**src/rtl/elevator_pkg.sv**
```systemverilog
// elevator_pkg: shared floor constants, floor type and dispatcher state encoding
package elevator_pkg;
  localparam int NUM_FLOORS = 7;
  localparam int FLOOR_W = 3;
  typedef logic [FLOOR_W-1:0] floor_t;
  localparam floor_t INVALID_FLOOR = 3'b111;
  typedef enum logic [1:0] {IDLE, ISSUE, HOLDOFF} disp_state_t;
endpackage

```
**src/rtl/hall_rr_arbiter.sv**
```systemverilog
// hall_rr_arbiter: combinational round-robin pick; request=pending floors, rr_ptr=search start, grant_valid/grant_floor=winner
module hall_rr_arbiter import elevator_pkg::*; #(
  parameter int NUM_FLOORS = elevator_pkg::NUM_FLOORS
) (
  input  logic [NUM_FLOORS-1:0] request,
  input  floor_t                rr_ptr,
  output logic                  grant_valid,
  output floor_t                grant_floor
);
  floor_t idx;
  always_comb begin
    grant_valid = 1'b0;
    grant_floor = '0;
    idx = '0;
    for (int i = 0; i < NUM_FLOORS; i++) begin
      idx = floor_t'((int'(rr_ptr) + i) % NUM_FLOORS);
      if (!grant_valid && request[idx]) begin
        grant_valid = 1'b1;
        grant_floor = idx;
      end
    end
  end
endmodule

```
**src/rtl/hall_call_dispatcher.sv**
```systemverilog
// hall_call_dispatcher: latches hall calls, issues them to the car round-robin, clears them on dwell; clk/reset, hall_buttons, current_floor_in in; hall_r_nwr, hall_request_floor, hall_lamps, busy out
module hall_call_dispatcher import elevator_pkg::*; #(
  parameter int NUM_FLOORS     = elevator_pkg::NUM_FLOORS,
  parameter int DWELL_CYCLES   = 2,
  parameter int HOLDOFF_CYCLES = 1
) (
  input  logic                  clk,
  input  logic                  reset,
  input  logic [NUM_FLOORS-1:0] hall_buttons,
  input  floor_t                current_floor_in,
  output logic                  hall_r_nwr,
  output floor_t                hall_request_floor,
  output logic [NUM_FLOORS-1:0] hall_lamps,
  output logic                  busy
);
  localparam int DW = $clog2(DWELL_CYCLES + 1);
  localparam int HW = $clog2(HOLDOFF_CYCLES + 1) + 1;
  disp_state_t state;
  floor_t rr_ptr, cur_q, grant_floor;
  logic [HW-1:0] hcnt;
  logic [DW-1:0] dcnt, dcnt_n;
  logic [NUM_FLOORS-1:0] unsent, btn_q, press, clr, iss_clr, lamps_n, unsent_n;
  logic armed, grant_valid;
  hall_rr_arbiter #(.NUM_FLOORS(NUM_FLOORS)) u_arb (
    .request(unsent),
    .rr_ptr(rr_ptr),
    .grant_valid(grant_valid),
    .grant_floor(grant_floor)
  );
  // armed stays low for the first edge after reset so levels held through reset only load the history
  always_comb begin
    dcnt_n = (current_floor_in == INVALID_FLOOR) ? '0 :
             (current_floor_in != cur_q || dcnt == '0) ? DW'(1) :
             (dcnt == DW'(DWELL_CYCLES)) ? dcnt : dcnt + 1'b1;
    clr = '0;
    if (dcnt_n == DW'(DWELL_CYCLES) && int'(current_floor_in) < NUM_FLOORS) clr[current_floor_in] = 1'b1;
    press = armed ? (hall_buttons & ~btn_q) & (~hall_lamps | clr) : '0;
    iss_clr = '0;
    if (state == ISSUE) iss_clr[hall_request_floor] = 1'b1;
    lamps_n = (hall_lamps & ~clr) | press;
    unsent_n = (unsent & ~clr & ~iss_clr) | press;
  end
  always_ff @(posedge clk) begin
    if (reset) begin
      state <= IDLE;
      rr_ptr <= '0;
      hcnt <= '0;
      unsent <= '0;
      btn_q <= '0;
      armed <= 1'b0;
      cur_q <= INVALID_FLOOR;
      dcnt <= '0;
      hall_r_nwr <= 1'b1;
      hall_request_floor <= '0;
      hall_lamps <= '0;
      busy <= 1'b0;
    end else begin
      btn_q <= hall_buttons;
      armed <= 1'b1;
      cur_q <= current_floor_in;
      dcnt <= dcnt_n;
      unsent <= unsent_n;
      hall_lamps <= lamps_n;
      busy <= |lamps_n;
      case (state)
        IDLE: if (grant_valid) begin
          state <= ISSUE;
          hall_r_nwr <= 1'b0;
          hall_request_floor <= grant_floor;
        end
        ISSUE: begin
          hall_r_nwr <= 1'b1;
          rr_ptr <= (hall_request_floor == floor_t'(NUM_FLOORS - 1)) ? '0 : hall_request_floor + 1'b1;
          hcnt <= HW'(1);
          state <= (HOLDOFF_CYCLES == 0) ? IDLE : HOLDOFF;
        end
        HOLDOFF: if (hcnt >= HW'(HOLDOFF_CYCLES)) state <= IDLE; else hcnt <= hcnt + 1'b1;
        default: state <= IDLE;
      endcase
    end
  end
endmodule
```
**config.mk**
```make
export PLATFORM = sky130hd
export DESIGN_NAME = hall_call_dispatcher
export DESIGN_NICKNAME = d
export VERILOG_FILES = /design/src/rtl/elevator_pkg.sv /design/src/rtl/hall_rr_arbiter.sv /design/src/rtl/hall_call_dispatcher.sv
export SDC_FILE = /design/constraint.sdc
export NUM_CORES = 1
export LEC_CHECK = 0
export BUFFER_PORTS_ARGS = -buffer_cell sky130_fd_sc_hd__buf_2
export CORE_MARGIN = 2
export CORE_UTILIZATION = 67
export DETAILED_ROUTE_END_ITERATION = 12
export PLACE_DENSITY = 0.87
export SYNTH_ARGS = -nofsm -noshare
export SYNTH_HDL_FRONTEND = slang
export SYNTH_SLANG_ARGS = --single-unit
```
**constraint.sdc**
```tcl
create_clock -name clk -period 9.8 [get_ports clk]
set_input_delay 1.96 -clock clk [delete_from_list [all_inputs] [get_ports clk]]
set_output_delay 1.96 -clock clk [all_outputs]
set_load 0.05 [all_outputs]
```
After elaboration in Yosys (flattened, before gate mapping)
Cells that the tools add are included.
{"block": "classes", "n_addsub": 9, "div_mod_pow": 7, "order_cmp": 13, "eq_ne": 10, "mux": 47, "n_bitwise": 12, "n_reduce_logical": 25}
{"operator": "$mod A32 B4 Y32 const B", "n": 6}
{"operator": "$lt A3 B4 Y1 const B", "n": 9}
{"operator": "$and A7 B7 Y7", "n": 5}
{"operator": "$mod A4 B4 Y32 const B", "n": 1}
{"operator": "$not A7 Y7", "n": 4}
{"operator": "$mux W3", "n": 8}
{"operator": "$bmux W1 S3", "n": 7}
{"operator": "$mux W7", "n": 3}
{"operator": "$or A7 B7 Y7", "n": 3}
{"operator": "$mux W1", "n": 18}
{"operator": "$add A3 B3 Y4 const B", "n": 3}
{"operator": "$mux W2", "n": 6}
{"operator": "$logic_and A1 B1 Y1", "n": 9}
{"operator": "$add A3 B2 Y4 const B", "n": 2}
{"operator": "$reduce_and A2 Y1", "n": 4}
{"operator": "$reduce_or A7 Y1", "n": 1}
{"operator": "$demux W1 S3", "n": 2}
{"operator": "$eq A2 B2 Y1 const B", "n": 3}
{"operator": "$eq A3 B3 Y1 const B", "n": 2}
{"operator": "$ge A3 B1 Y1 const B", "n": 2}
{"operator": "$logic_not A1 Y1", "n": 6}
{"operator": "$ne A2 B2 Y1 const B", "n": 3}
{"operator": "$pmux W2 S3", "n": 1}
{"operator": "$add A2 B1 Y2 const B", "n": 2}
{"operator": "other kinds (11)", "n": 13}
{"block": "totals", "regBits": 39, "inputBits": 12, "output_inout_bits": 12, "wordCells": 135}

Longest topological paths before layout
{"block": "logic_depth", "ltp_word": 24, "ltp_mapped": 21, "depth_no_buf": 18}

Cells and area by module
Synthesis repeated with hierarchy kept, for this count alone.
{"block": "hier_totals", "cells_unflattened": 504, "area_unflattened_um2": 4087.7}
{"module": "hall_rr_arbiter", "instances": 1, "cells_each": 322, "area_each_um2": 2391.0, "seq_area_each_um2": 0.0}
{"module": "hall_call_dispatcher", "instances": 1, "cells_each": 182, "area_each_um2": 1696.6, "seq_area_each_um2": 780.7}

Worst setup path after synthesis
Ideal clock, no wire load.
{"block": "synth_timing", "path_type": "register to register", "from": "reg rr_ptr[1]", "to": "reg hall_request_floor[2]", "setup_ns": 0.103, "arrival_time_ns": 4.339, "t_required_ns": 9.697, "setup_slack_ns": 5.358, "stages_incl_launch_ff": 19, "path_buffers": 3, "period_less_slack_ns": 4.442, "cell_sequence": "dfxtp_1 buf_2 inv_1 ha_1 buf_2 a21o_1 a221oi_1 ha_1 ha_1 mux4_2 nor2b_1 mux2_2 a22oi_1 and4_1 buf_2 nand2_1 o311ai_1 a21oi_1 a2111oi_2"}
{"block": "synth_via", "elab_chain_cells": 23, "elab_cells_between_ends": 54, "cone_classes": "add/sub (6); div (7); mux (28); reduce/logical (13)"}
{"element": "from (decl)", "line_no": "hall_call_dispatcher.sv:19", "rtl": "floor_t rr_ptr, cur_q, grant_floor;"}
{"element": "from (signal assigned)", "line_no": "hall_call_dispatcher.sv:73", "rtl": "rr_ptr <= (hall_request_floor == floor_t'(NUM_FLOORS - 1)) ? '0 : hall_request_floor + 1'b1;"}
{"element": "branches (longest 23 deep; another with $mod A32 B4 Y32)"}
{"element": "to (signal assigned)", "line_no": "hall_call_dispatcher.sv:69", "rtl": "hall_request_floor <= grant_floor;"}
{"element": "to (decl)", "line_no": "hall_call_dispatcher.sv:12", "rtl": "output floor_t hall_request_floor,"}
Parallel ways; which one is timed is not known. The select of a mux whose other input is x is not followed.
A chain may end at the register's enable or synchronous reset.

Worst setup path in the final report
Ends and elaborated chain as after synthesis.

==> flow_summary.ini <==
[outcome]
status = finished clean

[floorplan]
rows = 27
die_y_um = 80.1
die_area_um2 = 6420
initial_utilization_pct = 70.0
io_pins = 24
core_area_um2 = 5540
chipWidth_um = 80.1

[timing]
skew_ns = 0.00849
relSlewSlack_pct = 52.6
fin_crit_ns = 5.39
fin_hold_ws_ns = 0.482
setup_ws_ns = 4.41
tns_ns = 0
finalCritPeriodShare_pct = 55.0
finalSetupViolations = 0
worst_slew_pin_slew_ns = 0.706
drv_slew = 0
rsz0062_at_grt = false
hold_violations = 0
fmaxAchievable_mhz = 185

[logic_synthesis]
async_flop_share_pct = 0
netlist_area_um2 = 3880
syn_nets = 529
ys_dominant_reg_cell = dfxtp_1
ys_seq_elements = 39
syn-instance-count = 489
synth_edf_count = 0
yosysSeqAreaShare_pct = 20.1
avgSynthCellArea_um2 = 7.93
ys.warnings.count = 0
synth.distinct_cells = 72

[clock_tree]
cts_setup_buffers = 0
clk_path_buf_depth = 2
cts_resized = 0
cts-buffers-inserted = 5
cts_sinks = 39
h-tree-depth = 2
worstSkewPairLatency_ns = 0.29
cts_tree = done
cts_root_buf = clkbuf_8
cts-hold-fix-buffers = 0
clkSlewWorstSetupHoldPaths_ns = 0.08

[critical_path]
critPathLaunchType = flop
cp.arrival_ns = 5.54
r2r-end = hall_request_floor[2]
slowest_stage = dfxtp_1
r2r-start = rr_ptr[1]
r2r_slack_ns = 4.41
crit_family = compound AO/OA/AOI/OAI gates
required_ns = 9.94
endpoint_kind = flop
critPathMaxFanout = 19
worstPathCellList = inv_1 > ha_1 > ha_1 > ha_1 > a31oi_1 > xnor2_1 > ha_1 > inv_1 > a211o_1 > a211oi_2 > nand2b_1 > o311ai_1 > mux2i_1 > a41oi_1 > o311ai_1 > a21oi_1 > a2111oi_2
critPathMostFrequentCell = ha_1
cpPeakStageDelay_ns = 0.78
cp_num_buf_inv = 2
path_class = reg -> reg
reg2regPathDepth = 17

[min_path]
whs_path_depth = 2
hp-class = reg -> reg
hold_end = hall_r_nwr
hold_start = hall_r_nwr

[global_route]
grt_pass1_wl_mm = 16.8
antenna_found_initial = 0
overflow = 0
grt_max_degree = 44
track_usage_pct = 32.7
grt_pass1_vias = 3647

[place]
dpl_cell_area_um2 = 3940
gp_congestion = 0.894
hpwl_mm = 7.18
port_buffers = 23
dp_slack_ns = 4.54

[cells_and_area]
nNetsFinal = 536
layout-drive-gt1-share_pct = 12.1
register_area_um2 = 781
diodes = 0
final_area_um2 = 4040
fillers = 439
areaGrowthSynthToFinish_pct = 4.06
multiInputGateArea_um2 = 2820

[detailed_routing]
ant_nets = 0
detail_route.wl_per_cell_um = 17.5
dr.pass1.iters = 5
vias = 3761
drcViolationCount = 0
detailedRoute.firstIterationViolations = 442
wl_mm = 9.98
vias_per_cell = 6.61

[power_and_ir_drop]
power_density_nw_per_um2 = 312
power.leakage_nw = 1.69
ir_worst_vdd_v = 0.000193

[flow_run]
cap_violations = 0
## cell usage in the layout (no fill, tap or decap), types with 6 or more instances in the layout
cell type,synthesis,final
dfxtp_1,39,39
ha_1,28,28
xnor2_1,13,13
nand3b_1,9,9
a21oi_1,35,35
nor3_1,6,6
o21ai_0,18,18
a211oi_1,11,11
nand3_1,8,8
o211ai_1,7,7
mux2i_1,18,18
a31oi_1,6,6
nor2b_1,22,22
buf_2,7,23
clkbuf_8,0,7
nand2b_1,11,11
a21o_1,6,6
inv_1,30,30
nand2_1,51,51
nor2_1,32,32
## cell usage after synthesis, drive strengths merged (6+ instances only)
library cell,count,area share [%]
a21o,6,1.2
xnor2,13,2.9
nand3b,9,1.7
nor3,6,0.77
mux2i,19,5.0
inv,31,3.0
a211oi,14,3.3
a21oi,35,4.5
o21ai,21,2.8
a31oi,6,0.97
nor2b,22,3.5
nor2,32,3.1
o211ai,7,1.4
nand2b,11,1.8
nand2,51,4.9
clkbuf,11,1.1
ha,28,9.0
buf,14,3.1
nand3,8,1.0
dfxtp,39,20
## routing by layer
| metal | track usage, % | part of all wire [%] |
|---|---|---|
| met1 | 39.9 | 40 |
| met2 | 56.4 | 49 |
| met3 | 3.93 | 6.6 |
| met4 | 16.4 | 3.8 |
| met5 | 0 | 0 |
## worst reg2reg max path, delay by kind of cell (launching register included)
kind | cells | cell delay, ns
AOI/OAI and AO/OA | 8 | 1.87
muxes | 1 | 0.23
DFF | 1 | 0.78
and+or+nand+nor | 1 | 0.18
xor gates and xnor gates | 1 | 0.25
buffers and inverters | 2 | 0.33
adders and majority gates | 4 | 1.61
## cell families after synthesis
group                    after synthesis  synth area share, %
multiplexers                          27                 8.87
buffers and inverters                 56                 7.19
AO/OA/AOI/OAI                        140                 25.9
XOR/XNOR                              17                 3.84
AND/OR/NAND/NOR                      182                 25.1
flip-flops                            39                 20.1
adder cells (fa/ha/maj)               28                 9.03
## cell type report
| type | count | share of cell area [%] |
|---|---|---|
| Clock buffer | 8 | 2.48 |
| Inverter | 31 | 2.88 |
| Multi-Input combinational cell | 394 | 69.8 |
| Sequential cell | 39 | 19.3 |
| Tap cell | 72 | 2.23 |
| Timing Repair Buffer | 25 | 3.22 |
## power breakdown
group	total, mW	switching, mW	leakage [nW]	internal (mW)
registers	0.214	0.0332	0.323	0.181
logic	0.928	0.558	1.32	0.370
clock network	0.118	0.0535	0.0515	0.0642
## stage by stage
step | total power, mW | std cells | util (%)
floorplan | 0.960 | 489 | -
CTS | 1.24 | 569 | 72.9
global route | 1.36 | 569 | 72.9
finish | 1.26 | 569 | 72.9
detailed placement | 1.12 | 561 | 71.1
global placement | 1.08 | 561 | 71.1
## registers in the layout, indices dropped and copies added (netlist names), 2 cells and up
name,count
btn_q,7
hall_lamps,7
unsent,7
cur_q,3
hall_request_floor,3
rr_ptr,3
dcnt,2
hcnt,2
state,2
## worst max path at each step
stage                            end      start  slack, ns  cells past startpoint
4_1_cts        hall_request_floor[2]  rr_ptr[1]       4.52                     17
2_1_floorplan  hall_request_floor[2]  rr_ptr[1]       5.36                     18
3_5_place_dp   hall_request_floor[2]  rr_ptr[1]       4.54                     17
3_3_place_gp   hall_request_floor[2]  rr_ptr[1]       4.80                     15
5_1_grt        hall_request_floor[2]  rr_ptr[1]       4.01                     17
6_report       hall_request_floor[2]  rr_ptr[1]       4.41                     17
Power figures use the tool's default switching activity.
